==> src/rtl/mux_nx1_hs_pkg.sv <==
// Shared definitions for the N-to-1 handshake multiplexer: selection mode encoding.
package mux_pkg;

  typedef enum logic {
    MODE_FIXED = 1'b0,
    MODE_RR    = 1'b1
  } mode_e;

endpackage

==> src/rtl/mux_nx1_hs_rr_arbiter.sv <==
// Combinational round-robin arbiter: grants the first requester at or after ptr,
// wrapping past N-1 to 0.
module rr_arbiter #(
  parameter  int N     = 4,
  localparam int SEL_W = $clog2(N)
) (
  input  logic [N-1:0]     req,
  input  logic [SEL_W-1:0] ptr,
  output logic             gnt_valid,
  output logic [SEL_W-1:0] gnt_idx
);

  logic [N-1:0] req_rot_s;
  int           off_s;
  int           sum_s;

  // Rotate so bit 0 is the requester at ptr; the doubled vector handles wrap.
  assign req_rot_s = N'({req, req} >> ptr);

  // Lowest set bit of the rotated vector is the winner; map back to a channel index.
  always_comb begin
    gnt_valid = 1'b0;
    off_s     = 0;
    sum_s     = 0;
    for (int k = N - 1; k >= 0; k--) begin
      if (req_rot_s[k]) begin
        gnt_valid = 1'b1;
        off_s     = k;
      end else begin
        off_s     = off_s;
      end
    end
    sum_s = int'(ptr) + off_s;
    if (sum_s >= N) begin
      sum_s = sum_s - N;
    end else begin
      sum_s = sum_s;
    end
    gnt_idx = SEL_W'(sum_s);
  end

endmodule

==> src/rtl/mux_nx1_hs.sv <==
// N-to-1 multiplexer with valid/ready on every channel and a 1-entry registered output;
// fixed-select or round-robin channel choice.
module mux_nx1_hs
  import mux_pkg::*;
#(
  parameter  int N     = 4,
  parameter  int W     = 8,
  localparam int SEL_W = $clog2(N)
) (
  input  logic             clk,
  input  logic             rst,
  input  logic             mode,
  input  logic [SEL_W-1:0] sel,
  input  logic [N-1:0]     in_valid,
  output logic [N-1:0]     in_ready,
  input  logic [N*W-1:0]   in_data,
  output logic             out_valid,
  input  logic             out_ready,
  output logic [W-1:0]     out_data,
  output logic [SEL_W-1:0] out_ch,
  output logic             sel_err
);

  mode_e            mode_s;
  logic             ld_s;
  logic             fix_valid_s;
  logic             arb_valid_s;
  logic [SEL_W-1:0] arb_idx_s;
  logic             grant_valid_s;
  logic [SEL_W-1:0] grant_s;
  logic [W-1:0]     grant_data_s;
  logic             xfer_s;
  logic             err_s;
  logic [SEL_W-1:0] ptr_r;

  assign mode_s      = mode_e'(mode);
  assign ld_s        = !out_valid || out_ready;
  assign fix_valid_s = int'(sel) < N;

  rr_arbiter #(.N(N)) u_arb (
    .req       (in_valid),
    .ptr       (ptr_r),
    .gnt_valid (arb_valid_s),
    .gnt_idx   (arb_idx_s)
  );

  // Pick the grant source for the current mode.
  always_comb begin
    grant_valid_s = 1'b0;
    grant_s       = '0;
    case (mode_s)
      MODE_FIXED: begin
        grant_valid_s = fix_valid_s;
        grant_s       = sel;
      end
      MODE_RR: begin
        grant_valid_s = arb_valid_s;
        grant_s       = arb_idx_s;
      end
      default: begin
        grant_valid_s = 1'b0;
        grant_s       = '0;
      end
    endcase
  end

  // Ready goes to the granted channel only; reset suppresses all handshakes.
  always_comb begin
    in_ready = '0;
    if (!rst && ld_s && grant_valid_s) begin
      in_ready[grant_s] = 1'b1;
    end else begin
      in_ready = '0;
    end
  end

  assign xfer_s       = |(in_ready & in_valid);
  assign grant_data_s = in_data[int'(grant_s)*W +: W];
  assign err_s        = (mode_s == MODE_FIXED) && !fix_valid_s && (|in_valid);

  // Output register, rr pointer and error pulse.
  always_ff @(posedge clk) begin
    if (rst) begin
      out_valid <= 1'b0;
      out_data  <= '0;
      out_ch    <= '0;
      ptr_r     <= '0;
      sel_err   <= 1'b0;
    end else begin
      sel_err <= err_s;
      if (xfer_s) begin
        out_valid <= 1'b1;
        out_data  <= grant_data_s;
        out_ch    <= grant_s;
      end else if (out_ready) begin
        out_valid <= 1'b0;
      end
      if (xfer_s && (mode_s == MODE_RR)) begin
        ptr_r <= (grant_s == SEL_W'(N - 1)) ? '0 : grant_s + SEL_W'(1);
      end
    end
  end

endmodule
==> config.mk <==
export PLATFORM = sky130hd
export DESIGN_NAME = mux_nx1_hs
export DESIGN_NICKNAME = d
export VERILOG_FILES = /design/src/rtl/mux_nx1_hs_pkg.sv /design/src/rtl/mux_nx1_hs_rr_arbiter.sv /design/src/rtl/mux_nx1_hs.sv
export SDC_FILE = /design/constraint.sdc
export NUM_CORES = 1
export LEC_CHECK = 0
export ABC_AREA = 1
export BUFFER_PORTS_ARGS = -buffer_cell sky130_fd_sc_hd__buf_2
export CAP_MARGIN = 30
export CORE_ASPECT_RATIO = 0.9
export CORE_MARGIN = 2
export CORE_UTILIZATION = 40
export CTS_CLUSTER_SIZE = 40
export DETAILED_ROUTE_END_ITERATION = 7
export PLACE_DENSITY_LB_ADDON = 0.3
export SLEW_MARGIN = 20
export SYNTH_ARGS = -nofsm -noshare
export SYNTH_HDL_FRONTEND = slang
export SYNTH_SLANG_ARGS = --single-unit
==> constraint.sdc <==
create_clock -name clk -period 2.82 [get_ports clk]
set_input_delay 0.423 -clock clk [delete_from_list [all_inputs] [get_ports clk]]
set_output_delay 0.423 -clock clk [all_outputs]
set_load 0.05 [all_outputs]
==> results by group, run 1 <==
Outcome
  – Outcome: finished with violations
  – Failing checks: design-rule violations

Clock tree
  – H-tree depth: 1
  – Worst skew pair latency: 0.27 ns
  – Clock buffer count from CTS: 3
  – Worst-path clk slew: 0.07 ns
  – CTS Sinks: 13
  – TritonCTS clock tree: yes
  – Max Root-Sink Buffers: 2
  – CTS Hold Bufs: 0
  – CTS Root Cell: clkbuf_4

Setup path
  – Setup crit end kind: output port
  – Crit-path slowest cell: dfxtp_4
  – WP depth: 12
  – CP cell instances: inv_4, nand2_1, nand3_2, nand3_2, a21boi_2, ha_2, or2_2, nand2_4, ha_4, inv_2, nor2_4, buf_6
  – Max incr delay on CP: 0.37 ns
  – CP Class: flip-flop to output port
  – Worst EP arrival: 2.36 ns
  – Worst EP required: 2.40 ns
  – Worst setup SP type: flip-flop
  – CP delay by family, top: simple AND/OR/NAND/NOR gates
  – Crit path launch: ptr_r[0]
  – Crit Path Max Fanout: 6
  – Worst r2r src: ptr_r[0]
  – R2R setup slack: 0.17 ns
  – Worst path bufs/invs: 3
  – Most frequent CP cell: nand3_2
  – Worst Reg-to-Reg Cells: 18

Die
  – Die height: 53.2 um
  – Die Wd: 58.7 um
  – Row count: 17
  – Core box area: 2510 um2
  – Starting Density: 42.9%
  – Die footprint: 3120 um2
  – Boundary pin count: 58

Synthesis
  – Synth Register Bits: 13
  – Ys Warns: 0
  – Cell variety after synth: 25
  – Mapped Area: 1080 um2
  – Commonest cells in the synthesized netlist: 75 x nand2_1, 27 x nor2_1, 22 x nand3_1
  – Syn avg cell area: 5.69 um2
  – Top-area cell type share of the netlist area: 26.2%
  – Most used DFF post-synth: dfxtp_1
  – Async set-reset flop share out of synthesis: 0%
  – Count leader, synth: nand2_1
  – Post-Syn Instances: 189
  – Post-synthesis net count: 233
  – Number of flops mapped to enable cells by yosys: 0
  – Dominant cells by area after synthesis: nand2_1 26%, dfxtp_1 24%, nand3_1 10%, nor2_1 9.4%, inv_1 4.2%
  – Area leader, netlist: nand2_1
  – Seq/Total Area, Yosys: 24.2%

Placed design
  – Hpwl dp: 2.25 mm
  – Dpl cells: 269
  – RePlAce Congestion: 0.873
  – Worst slack, placed: 0.0826 ns
  – Dpl cell area: 1400 um2
  – PortBufs: 56

Run
  – MaxCap Viol Count: 0

GRT
  – Gr ovfl total: 0
  – Vias in the first global route: 1,192
  – Met1 Use GR: 22.6%
  – First-pass GRT wire length: 4.77 mm
  – Met3 Resource Use GR: 3.91%
  – Met2 Use GR: 36.9%
  – Total GRT Usage: 19.6%
  – Gr busiest metal: met2
  – Initial antenna violation count: 0
  – Largest net degree at the start of global routing: 19

Routing
  – Initial DRC count: 51
  – DRC violations left: 1
  – Vias per inst: 4.83
  – ANT nets after route: 0
  – Final wirelength: 3.06 mm
  – Avg WL per Cell: 11.0 um
  – Vias post-DR: 1,337
  – Number of detailed-route iterations in the first pass: 6

Layout
  – Area Growth Syn to Fin: 45.3%
  – Ratio of cells with drive above 1 in the final layout: 41.8%
  – Fin cells: 277
  – Final #Nets: 294
  – Fillers: 253
  – Cell area after layout: 1560 um2
  – # diodes: 0

Power
  – Worst ir drop on vdd: 0.417 mV
  – Leakage: 0.862 nW
  – PwrDens: 592 nW/um2

Hold path
  – HP Class: input port to flip-flop
  – Hold depth: 4
  – Hold wc startpoint: out_ready

Timing
  – WHS: 0.480 ns
  – Max frequency: 359 MHz
  – RSZ-0062 raised after global routing: yes
  – Final setup margin: 0.0367 ns
  – Final min period: 2.78 ns
  – Fin. Hold Viols: 0
  – Total negative slack: 0 ns
  – Final slew viol count: 0
  – Fin crit share: 98.7%
  – Final setup violation count: 0
  – Clock skew: 0.000682 ns
routing by layer:
layer | vias up | share of wire (%)
met3 | 4 | 4.1
li1 | 706 | -
met1 | 594 | 43
met4 | 0 | 0.88
met2 | 33 | 53
met5 | - | 0
cell type report:
cell class | count | area, um2 | share of cell area, %
multi-input combinational | 153 | 801 | 51.2
timing repair buffer | 64 | 372 | 23.8
sequential | 13 | 268 | 17.1
inverter | 15 | 62.6 | 4.00
tap | 28 | 35.0 | 2.24
clock buffer | 4 | 26.3 | 1.68
worst min-delay path, cell delays in order:
cell	delay [ns]
buf_2	0.07
nor2_1	0.04
o21ai_1	0.12
inv_1	0.04
flip-flops by register name, summed over array words and instances (netlist names):
signal     flops
out_ch         2
ptr_r          2
out_valid      1
out_data       8
where the power goes:
| part | internal [mW] | total (mW) | switching, mW | leakage [nW] |
|---|---|---|---|---|
| logic | 0.194 | 0.575 | 0.381 | 0.738 |
| registers | 0.218 | 0.241 | 0.0228 | 0.108 |
| clock network | 0.0548 | 0.109 | 0.0544 | 0.0150 |
| total | 0.467 | 0.925 | 0.458 | 0.862 |
path summary, 6_finish.rpt:
path / endpoint
worst max-delay path: in_ready[2]
worst min-delay path: out_valid
worst max register to register: out_data[1]
worst min register to register: out_data[7]
cells by family after synthesis:
family          share of synthesized area (%)
compound gates                           7.33
xor+xnor                                0.814
fa+ha+maj                                2.33
buf+inv                                  9.65
flops                                    24.2
other cells                             0.349
simple gates                             55.3
layout by cell type (no fill, tap or decap), drive strengths merged:
cell type / Yosys / layout
dfxtp: 13 / 13
xor2: 1 / 1
nor2: 31 / 31
nand2: 78 / 78
a21boi: 1 / 1
conb: 1 / 1
nand3: 24 / 24
ha: 2 / 2
nor3: 1 / 1
clkbuf: 2 / 4
buf: 6 / 64
clkinvlp: 0 / 1
o21ai: 10 / 10
or2: 2 / 2
inv: 15 / 14
a21oi: 2 / 2
timing repair:
item / CTS / global route
cloned: 0 / 0
setup endpoints to repair: 3 / 17
gates resized for setup: 7 / 22
buffers inserted: 0 / 4
pin swaps: 0 / 8
through the flow:
step / utilization [%] / total power [mW]
finish: 62.3 / 0.925
global route: 62.3 / 0.999
CTS: 57.7 / 0.879
detailed placement: 55.9 / 0.760
global placement: 55.9 / 0.759
floorplan: - / 0.642
Note: power is estimated with default switching activity, not from simulation.
==> run 2: changes to the inputs <==
--- a/config.mk
+++ b/config.mk
@@ -8,13 +8,14 @@
 export ABC_AREA = 1
 export BUFFER_PORTS_ARGS = -buffer_cell sky130_fd_sc_hd__buf_2
 export CAP_MARGIN = 30
-export CORE_ASPECT_RATIO = 0.9
 export CORE_MARGIN = 2
 export CORE_UTILIZATION = 40
 export CTS_CLUSTER_SIZE = 40
 export DETAILED_ROUTE_END_ITERATION = 7
 export PLACE_DENSITY_LB_ADDON = 0.3
+export RECOVER_POWER = 50
 export SLEW_MARGIN = 20
 export SYNTH_ARGS = -nofsm -noshare
 export SYNTH_HDL_FRONTEND = slang
 export SYNTH_SLANG_ARGS = --single-unit
+export TNS_END_PERCENT = 5
==> run 2 against run 1 <==
- the flow now finishes without violations
- hold slack got worse by 0.0093 ns
- critical path type unchanged
- non-clock buffer count grew 2
- count of clock-buffer cells in the layout stayed put
- sequential share of layout area hardly changed
- clock power rose by 9%
- die area about the same
- final area down 0.24%
- combinational power is 2% lower
- fmax is essentially flat
- clock skew is 0.0028 ns higher
- largest power group unchanged
==> results by group, run 2 (synthesized netlist as in run 1, its figures left out) <==
Clock tree
  – CTS Sinks: 13
  – H-tree depth: 1
  – CTS Root Cell: clkbuf_4
  – Worst skew pair latency: 0.28 ns
  – Clock buffer count from CTS: 3
  – Worst-path clk slew: 0.08 ns
  – Max Root-Sink Buffers: 2
  – TritonCTS clock tree: yes

Die
  – Die footprint: 3120 um2
  – Starting Density: 42.7%
  – Core box area: 2520 um2
  – Die Wd: 55.9 um
  – Die height: 55.9 um
  – Boundary pin count: 58
  – Row count: 18

Outcome
  – Outcome: completed

Power
  – Leakage: 0.830 nW
  – PwrDens: 593 nW/um2
  – Total power: 0.925 mW
  – Worst ir drop on vdd: 0.483 mV

Layout
  – Fin cells: 281
  – Most frequent cells in the layout: 69 x nand2_1, 42 x buf_2, 25 x nor2_1
  – Area Growth Syn to Fin: 45.0%
  – Fillers: 249
  – Largest register FFs: 8
  – Largest reg by FF count: out_data
  – Most common cell after layout, fill and taps aside: nand2_1
  – # diodes: 0
  – Final #Nets: 296
  – Cell area after layout: 1560 um2
  – Ratio of cells with drive above 1 in the final layout: 38.2%
  – Top Registers: out_data (8), out_ch (2), ptr_r (2)
  – Fin util: 61.9%

Timing
  – WHS: 0.470 ns
  – Final setup violation count: 0
  – Final min period: 2.78 ns
  – Fin. Hold Viols: 0
  – RSZ-0062 raised after global routing: yes
  – Fin crit share: 98.7%
  – Total negative slack: 0 ns
  – Final setup margin: 0.0376 ns
  – Worst-margin pin slew: 0.597 ns
  – Slew headroom: 60.4%
  – Final slew viol count: 0
  – Clock skew: 0.00352 ns
  – Max frequency: 359 MHz

Setup path
  – R2R setup slack: 0.15 ns
  – Setup crit end kind: output port
  – Max incr delay on CP: 0.41 ns
  – Worst setup SP type: flip-flop
  – Worst EP required: 2.40 ns
  – CP cell instances: inv_6, nand2_4, nand3_2, nand2_2, nand3_2, a21boi_2, ha_2, xor2_2, inv_1, nand2_1, nand3_2, nand2_4, ha_4, inv_2, nor2_4, buf_6
  – CP Class: flip-flop to output port
  – FF-to-FF End: out_data[6]
  – Crit Path Max Fanout: 7
  – Worst r2r src: ptr_r[0]
  – Most frequent CP cell: nand3_2
  – CP delay by family, top: simple AND/OR/NAND/NOR gates
  – Worst Reg-to-Reg Cells: 22
  – Worst path bufs/invs: 4
  – Crit-path slowest cell: dfxtp_4
  – Worst EP arrival: 2.36 ns

Placed design
  – PortBufs: 56
  – Dpl cell area: 1400 um2
  – Hpwl dp: 2.28 mm
  – Worst slack, placed: 0.0376 ns
  – RePlAce Congestion: 0.888
  – Dpl cells: 273

Routing
  – DRC violations left: 0
  – Number of detailed-route iterations in the first pass: 4
  – Final wirelength: 2.99 mm
  – Vias per inst: 4.84
  – Vias post-DR: 1,359
  – Avg WL per Cell: 10.6 um
  – ANT nets after route: 0
  – Initial DRC count: 57

GRT
  – Vias in the first global route: 1,253
  – Gr ovfl total: 0
  – Initial antenna violation count: 0
  – Total GRT Usage: 18.4%
  – Largest net degree at the start of global routing: 19
  – First-pass GRT wire length: 4.79 mm

Hold path
  – Hold wc startpoint: out_ready
  – HP Class: input port to flip-flop
  – Hold depth: 4
  – Sink of the worst hold path: out_valid

Run
  – MaxCap Viol Count: 0
-- run 2: final cells by class --
type	instances	area, um2	area share, %
clock buffers	4	26.3	1.68
inverters	15	61.3	3.93
multi-input cells	153	803	51.5
flip-flops and latches	13	268	17.2
well taps	30	37.5	2.41
repair buffers	66	364	23.3
-- run 2: layer usage --
metal / track usage (%) / part of all wire, % / vias up
met2: 33.3 / 52 / 44
met5: 0 / 0 / -
li1: - / - / 708
met1: 21.8 / 41 / 601
met3: 3.49 / 5.7 / 6
met4: 5.44 / 1.4 / 0
-- run 2: worst max-delay path by stage --
stage / depth (start not counted) / slack, ns / endpoint / start
floorplan: 24 / -0.02 / out_data[5] / ptr_r[1]
global placement: 12 / 0.12 / in_ready[0] / in_valid[1]
detailed placement: 19 / 0.04 / out_data[6] / in_valid[1]
CTS: 12 / 0.01 / in_ready[0] / ptr_r[0]
global route: 16 / -0.11 / in_ready[2] / ptr_r[0]
finish: 16 / 0.04 / in_ready[2] / ptr_r[0]
-- run 2: worst register-to-register path, delay by kind of cell (launching register included) --
kind,cells,cell delay [ns]
AOI/OAI and AO/OA,1,0.14
xor gates and xnor gates,1,0.19
adders and majority gates,2,0.32
buffers and inverters,4,0.28
DFF,1,0.41
and+or+nand+nor,14,1.23
-- run 2: timing repair --
| action | in CTS | in global routing |
|---|---|---|
| gates resized for setup | 7 | 27 |
| pin swaps | 0 | 9 |
| hold buffers | 0 | 0 |
| buffers inserted | 0 | 4 |
| endpoints found under the setup margin | 3 | 17 |
-- run 2: report_power, final --
group / internal, mW / switching, mW
clock network: 0.0550 / 0.0641
logic: 0.186 / 0.377
registers: 0.218 / 0.0248
total: 0.459 / 0.466
==> run 3: changes to the inputs <==
--- a/config.mk
+++ b/config.mk
@@ -9,7 +9,7 @@
 export BUFFER_PORTS_ARGS = -buffer_cell sky130_fd_sc_hd__buf_2
 export CAP_MARGIN = 30
 export CORE_MARGIN = 2
-export CORE_UTILIZATION = 40
+export CORE_UTILIZATION = 41
 export CTS_CLUSTER_SIZE = 40
 export DETAILED_ROUTE_END_ITERATION = 7
 export PLACE_DENSITY_LB_ADDON = 0.3
@@ -17,5 +17,6 @@
 export SLEW_MARGIN = 20
 export SYNTH_ARGS = -nofsm -noshare
 export SYNTH_HDL_FRONTEND = slang
+export SYNTH_HIERARCHICAL = 1
 export SYNTH_SLANG_ARGS = --single-unit
 export TNS_END_PERCENT = 5
==> run 3 against run 2 <==
- register-to-register slack better by 0.07 ns
- cell count fell by 0.71%
- sequential power is 3% lower
- clock power barely moved
- highest routed layer unchanged
- setup slack worse by 0.0052 ns
- global-route usage up 1.8 points
- via count up 3.5%
==> results by group, run 3 <==
Outcome
  – Outcome: completed

Hold path
  – Hold wc startpoint: rst
  – HP Class: input port to flip-flop

Timing
  – Final setup margin: 0.0324 ns
  – Final min period: 2.79 ns
  – Max frequency: 359 MHz
  – Fin. Hold Viols: 0
  – WHS: 0.362 ns
  – Slew headroom: 58.6%
  – Clock skew: 0.00427 ns
  – Fin crit share: 98.9%
  – Worst-margin pin slew: 0.624 ns
  – RSZ-0062 raised after global routing: yes
  – Final setup violation count: 0
  – Final slew viol count: 0

Clock tree
  – CTS Root Cell: clkbuf_4
  – Clock buffer count from CTS: 3
  – H-tree depth: 1
  – Worst-path clk slew: 0.08 ns
  – Max Root-Sink Buffers: 2
  – Worst skew pair latency: 0.28 ns
  – TritonCTS clock tree: yes
  – CTS Sinks: 13

Layout
  – Final #Nets: 296
  – Top Registers: out_data (8), out_ch (2), ptr_r (2)
  – Largest register FFs: 8
  – Most common cell after layout, fill and taps aside: buf_2
  – Area Growth Syn to Fin: 40.9%
  – Largest reg by FF count: out_data
  – # diodes: 0
  – Most frequent cells in the layout: 43 x buf_2, 31 x nor2_1, 20 x nand2_1
  – Ratio of cells with drive above 1 in the final layout: 45.2%

Die
  – Die footprint: 3310 um2
  – Row count: 19
  – Die Wd: 57.5 um
  – Starting Density: 43.0%
  – Die height: 57.5 um
  – Boundary pin count: 58
  – Core box area: 2730 um2

Setup path
  – CP Class: flip-flop to output port
  – Worst setup SP type: flip-flop
  – Worst EP arrival: 2.36 ns
  – Worst r2r src: ptr_r[0]
  – Crit Path Max Fanout: 6
  – Setup crit end kind: output port
  – Crit path launch: ptr_r[0]
  – Worst EP required: 2.40 ns

GRT
  – Largest net degree at the start of global routing: 23
  – Gr ovfl total: 0
  – Total GRT Usage: 20.2%
  – First-pass GRT wire length: 5.29 mm
  – Initial antenna violation count: 0
  – Vias in the first global route: 1,330

Routing
  – Vias per inst: 5.04
  – Vias post-DR: 1,406
  – Highest routed metal layer: met4
  – Final wirelength: 3.20 mm
  – Avg WL per Cell: 11.5 um
  – Metal3 WL: 202 um
  – Number of detailed-route iterations in the first pass: 6
  – Initial DRC count: 31
  – Met2 wire length: 1.60 mm
  – ANT nets after route: 0
  – DRC violations left: 0
  – Wl on met1: 1.31 mm

Synthesis
  – Post-Syn Instances: 184
  – Number of flops mapped to enable cells by yosys: 0
  – Dominant cells by area after synthesis: dfxtp_1 22%, nor2_1 11%, nand2_1 8.3%, o21ai_1 6.4%, inv_1 6.1%
  – Seq/Total Area, Yosys: 22.2%
  – Count leader, synth: nor2_1
  – Synth Area in XOR/XNOR: 0.745%
  – Cell variety after synth: 27
  – Mapped Area: 1170 um2
  – Top-area cell type share of the netlist area: 22.2%
  – Syn avg cell area: 6.39 um2
  – Adder-Cell Fraction of Synth Area: 5.32%
  – Simple-Gate Fraction of Synth Area: 31.1%
  – Post-synthesis net count: 231
  – Most used DFF post-synth: dfxtp_1
  – Largest family of logic cells by synthesized area: simple AND/OR/NAND/NOR gates
  – Synth Register Bits: 13
  – Area leader, netlist: dfxtp_1
  – Async set-reset flop share out of synthesis: 0%
  – Commonest cells in the synthesized netlist: 34 x nor2_1, 26 x nand2_1, 19 x inv_1
  – Ys Warns: 6
  – Mux share of post-synthesis cell area: 0%
  – Synth Area in Compound Gates: 25.7%

Power
  – Switching Share: 49.0%
  – Sequential Power Share: 26.5%
  – Leakage: 0.818 nW
  – Clock share of power: 13.4%
  – PwrDens: 535 nW/um2
  – Total internal power: 0.452 mW
  – Worst ir drop on vdd: 0.381 mV
  – Switching power: 0.434 mW
  – Combinational power share: 60.1%

Placed design
  – RePlAce Congestion: 0.833
  – Hpwl dp: 2.47 mm
  – PortBufs: 56
  – Worst slack, placed: 0.00672 ns

Run
  – MaxCap Viol Count: 0
-- run 3: final timing paths --
path	cells after the start	to	slack, ns
worst max-delay path	16	in_ready[3]	0.03
worst min register to register	2	out_ch[1]	0.50
worst min-delay path	2	ptr_r[0]	0.36
worst max register to register	21	out_data[7]	0.22
-- run 3: area by class of cell --
class | instances | area (um2)
Tap cell | 31 | 38.8
Timing Repair Buffer | 68 | 388
Clock buffer | 4 | 26.3
Sequential cell | 13 | 268
Multi-Input combinational cell | 138 | 836
Inverter | 25 | 98.8
Fill cell | 270 | 1080
-- run 3: cells by family after synthesis --
kind of cell	count (synthesis)
compound gates	47
xor+xnor	1
fa+ha+maj	5
buf+inv	33
flops	13
other cells	1
simple gates	84
-- run 3: power groups by stage --
stage,registers (mW),logic (mW),clock network (mW)
after global placement,0.237,0.470,0
after global routing,0.239,0.580,0.127
final,0.235,0.532,0.119
after detailed placement,0.237,0.472,0
after CTS,0.233,0.503,0.117
after floorplan,0.329,0.281,0
-- run 3: layer usage --
layer | global-route usage (%) | up-vias
li1 | - | 717
met1 | 23.2 | 630
met2 | 35.1 | 49
met3 | 3.63 | 10
met4 | 11.0 | 0
met5 | 0 | -
-- run 3: metrics by stage --
stage                     setup TNS [ns]  util (%)  cell area (um2)  cells  power (mW)
after global routing              -0.543      60.5             1660    279       0.946
after detailed placement               0      53.3             1460    268       0.709
after global placement                 0      53.3             1460    268       0.707
final                                  0      60.5             1660    279       0.886
after CTS                              0      57.4             1570    275       0.853
after floorplan                   -0.218         -             1180    184       0.610
-- run 3: what timing repair did --
item,CTS,global route
hold buffers,0,0
setup buffers,3,4
gates resized for setup,18,22
pin swaps,6,11
hold endpoints to repair,0,0
setup endpoints to repair,4,16
-- run 3: critical path: stages, from the launching register on --
cell      delay [ns]
dfxtp_4         0.39
inv_4           0.06
nand2_2         0.07
nand3_2         0.06
nand2_2         0.08
nand3_2         0.07
a21boi_2        0.13
ha_2            0.20
xor2_2          0.16
nand2_1         0.07
nand2_1         0.07
nand2_2         0.06
nand2_4         0.10
ha_2            0.19
inv_1           0.04
nor2_1          0.14
buf_6           0.18
